[config.mk]
export PLATFORM = sky130hd
export DESIGN_NAME = my_addsub_seq
export DESIGN_NICKNAME = d
export VERILOG_FILES = /design/src/rtl/my_addsub_seq.sv
export SDC_FILE = /design/constraint.sdc
export NUM_CORES = 1
export LEC_CHECK = 0
export ABC_AREA = 1
export BUFFER_PORTS_ARGS = -buffer_cell sky130_fd_sc_hd__clkbuf_2
export CORE_MARGIN = 2
export CORE_UTILIZATION = 45
export CTS_CLUSTER_DIAMETER = 100
export DETAILED_ROUTE_END_ITERATION = 6
export GPL_TIMING_DRIVEN = 0
export PLACE_DENSITY = 0.68
export SLEW_MARGIN = 20
export SYNTH_ARGS = -nofsm -noshare
export SYNTH_HDL_FRONTEND = slang
export SYNTH_SLANG_ARGS = --single-unit
[constraint.sdc]
create_clock -name clk -period 1.7 [get_ports clk]
set_input_delay 0.34 -clock clk [delete_from_list [all_inputs] [get_ports clk]]
set_output_delay 0.34 -clock clk [all_outputs]
set_load 0.005 [all_outputs]
[src/rtl/my_addsub_seq.sv]
// Multi-cycle adder/subtractor: CHUNK bits per clock, LSB chunk first, with a
// registered carry between chunks and valid/ready handshakes on both sides.
module my_addsub_seq #(
  parameter int WIDTH = 16,
  parameter int CHUNK = 4
) (
  input  logic             clk,
  input  logic             rst_n,
  input  logic             in_valid,
  output logic             in_ready,
  input  logic [WIDTH-1:0] a,
  input  logic [WIDTH-1:0] b,
  input  logic             sub,
  input  logic             cin,
  output logic             out_valid,
  input  logic             out_ready,
  output logic [WIDTH-1:0] sum,
  output logic             cout,
  output logic             ovf
);

  localparam int NCHUNK = WIDTH / CHUNK;
  localparam int CW     = $clog2(NCHUNK) + 1;
  localparam logic [CW-1:0] LAST = CW'(NCHUNK - 1);

  generate
    if ((CHUNK < 1) || (WIDTH % CHUNK != 0)) begin : g_bad_chunk
      $error("my_addsub_seq: WIDTH (%0d) must be a multiple of CHUNK (%0d)", WIDTH, CHUNK);
    end
  endgenerate

  // Handshake contract: a transfer happens on a rising edge where valid && ready.
  // in_ready is high only in IDLE, out_valid only in DONE; valid is never queued.
  typedef enum logic [1:0] {
    IDLE = 2'd0,
    RUN  = 2'd1,
    DONE = 2'd2
  } state_t;

  state_t          state;
  logic [WIDTH-1:0] a_sh;
  logic [WIDTH-1:0] b_sh;
  logic            carry;
  logic [CW-1:0]   cnt;

  logic [CHUNK-1:0] ca;
  logic [CHUNK-1:0] cb;
  logic [CHUNK:0]   csum;
  logic             msb_cin;
  logic [WIDTH-1:0] sum_next;

  // Operands shift down each cycle so the current chunk is always in the low
  // bits; results shift in from the top and land in place after NCHUNK steps.
  always_comb begin
    ca       = a_sh[CHUNK-1:0];
    cb       = b_sh[CHUNK-1:0];
    csum     = {1'b0, ca} + {1'b0, cb} + {{CHUNK{1'b0}}, carry};
    msb_cin  = ca[CHUNK-1] ^ cb[CHUNK-1] ^ csum[CHUNK-1];
    sum_next = (sum >> CHUNK) | (WIDTH'(csum[CHUNK-1:0]) << (WIDTH - CHUNK));
  end

  always_ff @(posedge clk or negedge rst_n) begin
    if (!rst_n) begin
      state     <= IDLE;
      in_ready  <= 1'b1;
      out_valid <= 1'b0;
      sum       <= '0;
      cout      <= 1'b0;
      ovf       <= 1'b0;
      a_sh      <= '0;
      b_sh      <= '0;
      carry     <= 1'b0;
      cnt       <= '0;
    end else begin
      case (state)
        IDLE: begin
          if (in_valid) begin
            // Subtraction is a + ~b + ~borrow, so fold the inversion in here.
            a_sh     <= a;
            b_sh     <= b ^ {WIDTH{sub}};
            carry    <= cin ^ sub;
            cnt      <= '0;
            in_ready <= 1'b0;
            state    <= RUN;
          end
        end
        RUN: begin
          a_sh  <= a_sh >> CHUNK;
          b_sh  <= b_sh >> CHUNK;
          carry <= csum[CHUNK];
          sum   <= sum_next;
          cnt   <= cnt + CW'(1);
          if (cnt == LAST) begin
            cout      <= csum[CHUNK];
            ovf       <= msb_cin ^ csum[CHUNK];
            out_valid <= 1'b1;
            state     <= DONE;
          end
        end
        DONE: begin
          if (out_ready) begin
            out_valid <= 1'b0;
            in_ready  <= 1'b1;
            state     <= IDLE;
          end
        end
        default: begin
          out_valid <= 1'b0;
          in_ready  <= 1'b1;
          state     <= IDLE;
        end
      endcase
    end
  end

endmodule
==> Yosys cells after proc, flatten, opt, wreduce, memory -nomap -nowiden <==
Cells that the tools add are included.
{ "word_totals": {"reg_bits": 58, "output_inout_bits": 20, "word_cells": 52} }
{ "classes": {"n_addsub": 3, "eq_ne": 6, "muxes": 18, "bitwise_logic": 8, "n_reduce_logical": 7} }
{ "ops": {"columns": ["operator", "n"], "rows": [
  ["$pmux W16 S2", 2],
  ["$mux W16", 2],
  ["$or A12 B16 Y16", 1],
  ["$xor A16 B16 Y16", 1],
  ["$reduce_and A3 Y1", 3],
  ["$mux W2", 3],
  ["$ne A2 B2 Y1 const B", 3],
  ["$pmux W1 S3", 2],
  ["$pmux W2 S3", 1],
  ["$pmux W3 S2", 1],
  ["$add A4 B4 Y5", 1],
  ["$add A5 B1 Y5", 1],
  ["$mux W1", 5],
  ["$reduce_and A2 Y1", 2],
  ["$xor A1 B1 Y1", 4],
  ["$add A3 B1 Y3 const B", 1],
  ["$eq A3 B2 Y1 const B", 1],
  ["$mux W3", 1],
  ["$eq A2 B1 Y1 const B", 1],
  ["$eq A2 B2 Y1 const B", 1],
  ["$logic_not A2 Y1", 1],
  ["$not A1 Y1", 2],
  ["$pmux W1 S2", 1],
  ["$reduce_bool A2 Y1", 1]
]} }

==> Logic depth before layout (Yosys ltp) <==
Gate-level depths: netlist (run 1).
{ "logic_depth": {"word_depth": 4, "depth_mapped": 10, "depth_no_buf": 10} }

==> Least setup slack after synthesis (run 1) <==
No wires, ideal clock.
{ "synth_path": {"path_type": "reg2reg", "from": "reg a_sh[0]", "to": "reg ovf", "arrival_time_ps": 1433, "slack_ps": 150, "stages_incl_launch_ff": 11, "n_path_buf": 0, "period_less_slack_ps": 1550, "path_cell_list": "dfrtp_1 fa_1 inv_1 fa_1 inv_1 nand2_1 nand2_1 nand2_1 nand2_1 nand3_1 nand2_1"} }
{ "synth_between": {"elab_chain_len": 4} }
{ "synth_rtl": {"columns": ["element", "line_no", "rtl"], "rows": [
  ["start, declared", "41", "logic [WIDTH-1:0] a_sh;"],
  ["start signal, assigned", "88", "a_sh <= a_sh >> CHUNK;"],
  ["$add A4 B4 Y5 *", "57", "csum = {1'b0, ca} + {1'b0, cb} + {{CHUNK{1'b0}}, carry};"],
  ["$add A5 B1 Y5 *", "57", null],
  ["$xor A1 B1 Y1", "58", "msb_cin = ca[CHUNK-1] ^ cb[CHUNK-1] ^ csum[CHUNK-1];"],
  ["$xor A1 B1 Y1 *", "95", "ovf <= msb_cin ^ csum[CHUNK];"],
  ["end signal, assigned", "95", null],
  ["end, declared", "19", "output logic ovf"]
]} }
Mark *: on every way between the ends. The rest lies on a longest branch, timed or not.
A chain may end at the register's enable or synchronous reset.

==> Worst setup path after layout (run 1) <==
{ "layout_path": {"from": "reg carry", "to": "reg ovf"} }
{ "layout_between": {"elab_chain_len": 3} }
{ "layout_rtl": {"columns": ["element", "line_no", "rtl"], "rows": [
  ["start, declared", "43", "logic carry;"],
  ["start signal, assigned", "81", "carry <= cin ^ sub;"],
  ["start signal, assigned", "90", "carry <= csum[CHUNK];"],
  ["$add A5 B1 Y5 *", "57", null],
  ["$xor A1 B1 Y1", "58", null],
  ["$xor A1 B1 Y1 *", "95", null]
]} }
Marks and branches as above.

==> results of run 1 <==
-- flip-flops by register name (all words and copies together), names as in the netlist --
signal	cells
cout	1
sum	16
carry	1
state	2
cnt	3
a_sh	16
ovf	1
out_valid	1
in_ready	1
b_sh	16
-- layout make-up --
cell class                 instances  area, um^2  area share (%)
sequential                        58        1450            43.6
multi-input combinational        227        1110            33.3
timing repair buffer              59         320            9.62
clock buffer                      16         180            5.41
buffer                            14         103            3.08
tap                               75        93.8            2.82
inverter                          18        70.1            2.10
-- worst min-delay path, cell delays in order --
cell      delay (ps)
clkbuf_2          70
nand2_1           40
nand2_1           50
-- power groups by stage --
stage                     sequential, uW  clock (uW)  combinational, uW
after floorplan                     2370           0               1980
after global placement              2400           0               2720
after detailed placement            2420           0               2810
after CTS                           2400        1190               2820
after global routing                2470        1240               3250
final                               2400        1150               2800
-- worst max path at each step --
stage	to	start	cells past startpoint
final	ovf	carry	10
after floorplan	ovf	a_sh[0]	10
after global placement	ovf	a_sh[0]	10
after global routing	ovf	carry	10
after detailed placement	ovf	a_sh[0]	10
after CTS	ovf	a_sh[0]	10
-- stage by stage --
stage	setup WS, ps	util (%)	hold slack (ps)	instances	power, uW
after floorplan	150	-	44.4	317	4350
after global placement	22.2	52.8	449	448	5120
after detailed placement	17.4	53.2	301	449	5230
after CTS	4.15	56.4	185	466	6400
after global routing	2.06	56.6	200	467	6960
final	93.5	56.6	200	467	6340
-- kinds of logic (layout without fill, tap and decap cells) --
logic type | count (synthesis) | count (layout)
AND/OR/NAND/NOR | 181 | 181
flip-flops | 58 | 58
buffers and inverters | 32 | 107
AO/OA/AOI/OAI | 22 | 22
XOR/XNOR | 17 | 17
adder cells (fa/ha/maj) | 7 | 7
-- routing by layer --
layer,GRT usage (%),vias to the layer above,wire length [um]
met1,24.2,1002,2600
met4,7.50,0,46
li1,-,1136,-
met3,6.70,6,346
met5,0,-,0
met2,30.3,69,2560
-- timing repair --
action                                 in CTS  in global routing
endpoints found under the hold margin      23                  0
resized for setup                           0                  1
setup buffers                               0                  1
setup endpoints to repair                   0                  3
hold buffers                                1                  0
-- cell usage in the layout, fill, tap and decap left out --
| master | count |
|---|---|
| inv_4 | 1 |
| fa_2 | 1 |
| dlygate4sd3_1 | 1 |
| nand2_2 | 1 |
| nand3_1 | 30 |
| buf_12 | 1 |
| clkbuf_2 | 55 |
| nand3b_1 | 1 |
| o211ai_1 | 2 |
| o22ai_1 | 1 |
| or2_2 | 1 |
| buf_4 | 3 |
| clkbuf_1 | 7 |
| fa_1 | 1 |
| o21ai_1 | 8 |
| nor2_1 | 5 |
| buf_2 | 4 |
| clkbuf_4 | 1 |
| clkbuf_8 | 12 |
| ha_1 | 5 |
| dfstp_2 | 1 |
| a21oi_1 | 2 |
| nand2_1 | 141 |
| inv_1 | 13 |
| o21ai_0 | 9 |
| nor2_4 | 1 |
| buf_6 | 5 |
| nand3_2 | 1 |
| inv_2 | 4 |
| dfrtp_1 | 57 |
| xnor2_1 | 4 |
| xor2_1 | 13 |
==> reports/qor.csv, run 1 <==
metric;value;unit
#FFs+latches synth;58;
Mapped Avg Cell Area;8.62;um^2
Sink Count;58;
Setup crit start kind;flip-flop;
cell family with most CP delay;adder cells;
Yosys warning total;0;
share of power burned in registers;37.8;%
Max Freq;622;MHz
clock network power share;18.2;%
largest family of logic cells by synthesized area;simple AND/OR/NAND/NOR gates;
Seq/Total Area, Yosys;53.2;%
Post-layout nets;432;
Synth Area in XOR/XNOR;5.45;%
design area;3330;um^2
Post-Synth Simple-Gate Area;27.1;%
Pint;3810;uW
hold path depth;3;
Final Max Slew Viols;0;
number of synthesized flops with an enable pin;0;
Post-Route WL;5550;um
Core ar.;5890;um^2
slowest CP cell;fa_2;
slew margin rel.;67.7;%
CP required;1930;ps
Final ANT Viol Nets;0;
Routability Congestion;0.802;
list of most frequent post-synthesis cells;nand2_1, dfrtp_1, nand3_1, inv_1, xor2_1;
outcome;complete, no violations;
cts bufs inserted;9;
Setup TNS Final;0;ps
largest net degree at the start of global routing;35;
Max Cap Viol;0;
via density per instance;4.74;
first-pass GRT wire length;9480;um
switching share of power;39.9;%
arrival time at the worst endpoint;1840;ps
r2r setup slk;90;ps
Power Dens Cells;1910;nW/um^2
crit-path max cell delay;410;ps
initial antenna violation count;0;
fill cell total of the finished layout;553;
worst hold endpoint;a_sh[12];
Skew-Pair Late Insertion Delay;330;ps
Synth Area in Adders;3.75;%
buffer depth of the longest clock path;2;
die area;6710;um^2
CTS Root Cell;clkbuf_8;
worst setup path category;reg -> reg;
Final period util;94.5;%
Worst R2R Path Depth;10;
Psw;2530;uW
Die Ht;81.9;um
Syn Inst Count;317;
cell repeated most along the worst path;nand2_1;
crit-path cells;fa_2 > inv_1 > fa_1 > inv_1 > nand2_1 > nand2_1 > nand2_1 > nand2_1 > nand3_1 > nand2_1;
Comb pwr share;44.1;%
Yosys top cell by area;dfrtp_1;
Top Ports;58;
reg-to-reg startpoint;carry;
CTS tree;built;
minimum clock period after layout;1610;ps
slew of the pin with the lowest slew margin;484;ps
Cell Rows;28;
Clock transition at path regs;60;ps
DRC violations left;0;
multiplexer area fraction after synthesis;0;%
post-DP HPWL;4050;um
P&R area growth vs syn;21.8;%
via count;2213;
RSZ-0062 raised after global routing;false;
asr flop ratio synth;100;%
Fin. Hold Viols;0;
Synth Area in Compound Gates;4.26;%
I/O Buffers;56;
number of buffers and inverters on the critical path;2;
crit path max fanout;2;
Cell variety after synth;26;
ys flop type;dfrtp_1;
class of the worst hold path;in -> reg;
worst clock skew;7.34;ps
most common cell in the synthesized netlist;nand2_1;
share of post-route cells with drive strength above 1;23.5;%
Die X;81.9;um
post-synth top area share;52.2;%
placed cell area;3130;um^2
Post-Syn Area;2730;um^2
RR Endpoint;ovf;
final setup fails;0;
initial DRC count;124;
wire per inst;11.9;um
top area cells in the synthesized netlist;dfrtp_1, nand2_1, nand3_1;
H-Tree Depth;3;
maximum VDD drop;900;uV
LEAKAGE;0.00177;uW
gr usage total;19.2;%
first-pass detailed-route iteration total;4;
initial core utilization;46.4;%
n_diodes;0;
Setup crit end kind;flip-flop;
remaining global-route overflow;0;
Mapped Nets;362;
vias in the first global route;2094;
Hold Crit Start;a[12];
Note: power is estimated with default switching activity, not from simulation.
==> inputs of run 2 (changes only) <==
--- a/config.mk
+++ b/config.mk
@@ -12,7 +12,7 @@
 export CTS_CLUSTER_DIAMETER = 100
 export DETAILED_ROUTE_END_ITERATION = 6
 export GPL_TIMING_DRIVEN = 0
-export PLACE_DENSITY = 0.68
+export PLACE_DENSITY_LB_ADDON = 0.1
 export SLEW_MARGIN = 20
 export SYNTH_ARGS = -nofsm -noshare
 export SYNTH_HDL_FRONTEND = slang
==> run 2 against run 1 <==
Effect of this change:
- first-iteration DRC count decreased by 3.2%
- cell count rose by 0.21%
- sequential power is essentially flat
- design area increased by 0.83%
- critical path depth stayed put
- maximum frequency increased by 0.25%
- clock power hardly changed
- global-route usage is 0.49 points higher
- non-clock buffer count grew 1
- highest routed layer unchanged
==> reports/qor.csv, run 2 (synthesis results as in run 1) <==
metric;value;unit;change
Core ar.;5890;um^2;unchanged
Post-layout nets;433;;was 432
Cell Rows;28;;unchanged
Max Freq;624;MHz;was 622 MHz
Routability Congestion;0.879;;was 0.802
initial core utilization;46.4;%;unchanged
final worst slack;97.5;ps;was 93.5 ps
Skew-Pair Late Insertion Delay;340;ps;was 330 ps
Top Ports;58;;unchanged
outcome;complete, no violations;;unchanged
Sink Count;58;;unchanged
non-filler cells, final;468;;was 467
Die Ht;81.9;um;unchanged
number of buffers and inverters on the critical path;2;;unchanged
final setup fails;0;;unchanged
Post-Route WL;5800;um;was 5550 um
share of post-route cells with drive strength above 1;26.2;%;was 23.5%
first-pass detailed-route iteration total;4;;unchanged
Final Max Slew Viols;0;;unchanged
CTS tree;built;;unchanged
commonest cells after routing, fill and taps aside;nand2_1, dfrtp_1, clkbuf_2, nand3_1, xor2_1;;was nand2_1, dfrtp_1, clkbuf_2, nand3_1
first-pass GRT wire length;9700;um;was 9480 um
slew of the pin with the lowest slew margin;533;ps;was 484 ps
gr usage total;19.7;%;was 19.2%
Finished Core Util;57.0;%;was 56.6%
maximum VDD drop;803;uV;was 900 uV
cell repeated most along the worst path;nand2_2;;was nand2_1
n_diodes;0;;unchanged
most common cell after layout, fill and taps aside;nand2_1;;unchanged
top flop regs;a_sh (16), b_sh (16), sum (16);;unchanged
Final period util;94.3;%;was 94.5%
DRC violations left;0;;unchanged
slew margin rel.;64.5;%;was 67.7%
worst setup path category;reg -> reg;;unchanged
crit-path max cell delay;420;ps;was 410 ps
Die X;81.9;um;unchanged
class of the worst hold path;in -> reg;;unchanged
Setup crit start kind;flip-flop;;unchanged
LEAKAGE;0.00178;uW;was 0.00177 uW
Power Dens Cells;1930;nW/um^2;was 1910 nW/um^2
cts bufs inserted;9;;unchanged
wire per inst;12.4;um;was 11.9 um
CTS Root Cell;clkbuf_8;;unchanged
Setup TNS Final;0;ps;unchanged
Power, Total;6490;uW;was 6340 uW
CP required;1930;ps;about the same
r2r setup slk;100;ps;was 90 ps
Setup crit end kind;flip-flop;;unchanged
post-DP HPWL;4060;um;was 4050 um
die area;6710;um^2;unchanged
Final ANT Viol Nets;0;;unchanged
initial antenna violation count;0;;unchanged
minimum clock period after layout;1600;ps;was 1610 ps
Fin. Hold Viols;0;;unchanged
DP Cell Count;449;;unchanged
initial DRC count;120;;was 124
buffer depth of the longest clock path;2;;unchanged
RSZ-0062 raised after global routing;false;;unchanged
via count;2243;;was 2,213
remaining global-route overflow;0;;unchanged
crit-path cells;fa_2 > inv_2 > fa_2 > inv_2 > nand2_2 > nand2_2 > nand2_2 > nand2_2 > nand3_2 > nand2_1;;was fa_2 > inv_1 > fa_1 > inv_1 > nand2_1 > nand2_1 > nand2_1 > nand2_1 > nand3_1 > nand2_1
via density per instance;4.79;;was 4.74
P&R area growth vs syn;22.8;%;was 21.8%
Setup WS pre-CTS;-52.9;ps;was 17.4 ps
H-Tree Depth;3;;unchanged
vias in the first global route;2107;;was 2,094
Clock transition at path regs;60;ps;about the same
arrival time at the worst endpoint;1840;ps;about the same
largest net degree at the start of global routing;36;;was 35
worst clock skew;6.67;ps;was 7.34 ps
I/O Buffers;56;;unchanged
slowest CP cell;fa_2;;unchanged
crit path max fanout;3;;was 2
Max Cap Viol;0;;unchanged
cell family with most CP delay;adder cells;;unchanged
run 2: what timing repair did:
item	4_1_cts	5_1_grt
pin swaps	0	3
hold buffers	1	0
setup buffers	0	2
setup endpoints to repair	1	2
endpoints found under the hold margin	23	0
gates resized for setup	1	8
gates cloned	0	0
run 2: worst reg2reg max path: stages, from the launching register on:
cell	delay [ps]
dfrtp_1	400
fa_2	420
inv_2	70
fa_2	210
inv_2	50
nand2_2	60
nand2_2	50
nand2_2	80
nand2_2	50
nand3_2	70
nand2_1	40
run 2: area by class of cell:
cell class              instances  area [um^2]
inverters                      18         70.1
clock buffers                  14          173
repair buffers                 60          328
well taps                      75         93.8
plain buffers                  14          103
fillers                       582         2530
flip-flops and latches         58         1450
clock inverters                 2         10.0
multi-input cells             227         1130
run 2: metrics by stage:
step	area [um^2]	hold slack, ps
global route	3360	208
CTS	3320	186
detailed placement	3130	294
finish	3360	198
floorplan	2730	44.4
global placement	3110	450
run 2: layer usage:
layer	part of all wire (%)	track usage [%]	routed length [um]
met5	0	0	0
met4	2.3	8.83	132
met3	5.2	6.59	303
met2	45	30.4	2620
met1	47	25.1	2740
run 2: worst paths after layout:
kind,startpoint,to,cells past startpoint
worst max-delay path,carry,ovf,10
worst min register to register,in_ready,in_ready,2
worst max register to register,carry,ovf,10
worst min-delay path,a[15],a_sh[15],3
min in group asynchronous,rst_n,out_valid,2
max in group asynchronous,rst_n,in_ready,3
run 2: power breakdown:
| part | switching [uW] | leakage [uW] | total (uW) | internal [uW] |
|---|---|---|---|---|
| combinational | 1740 | 0.000949 | 2920 | 1170 |
| clock | 539 | 0.0000965 | 1180 | 645 |
| sequential | 362 | 0.000734 | 2390 | 2030 |
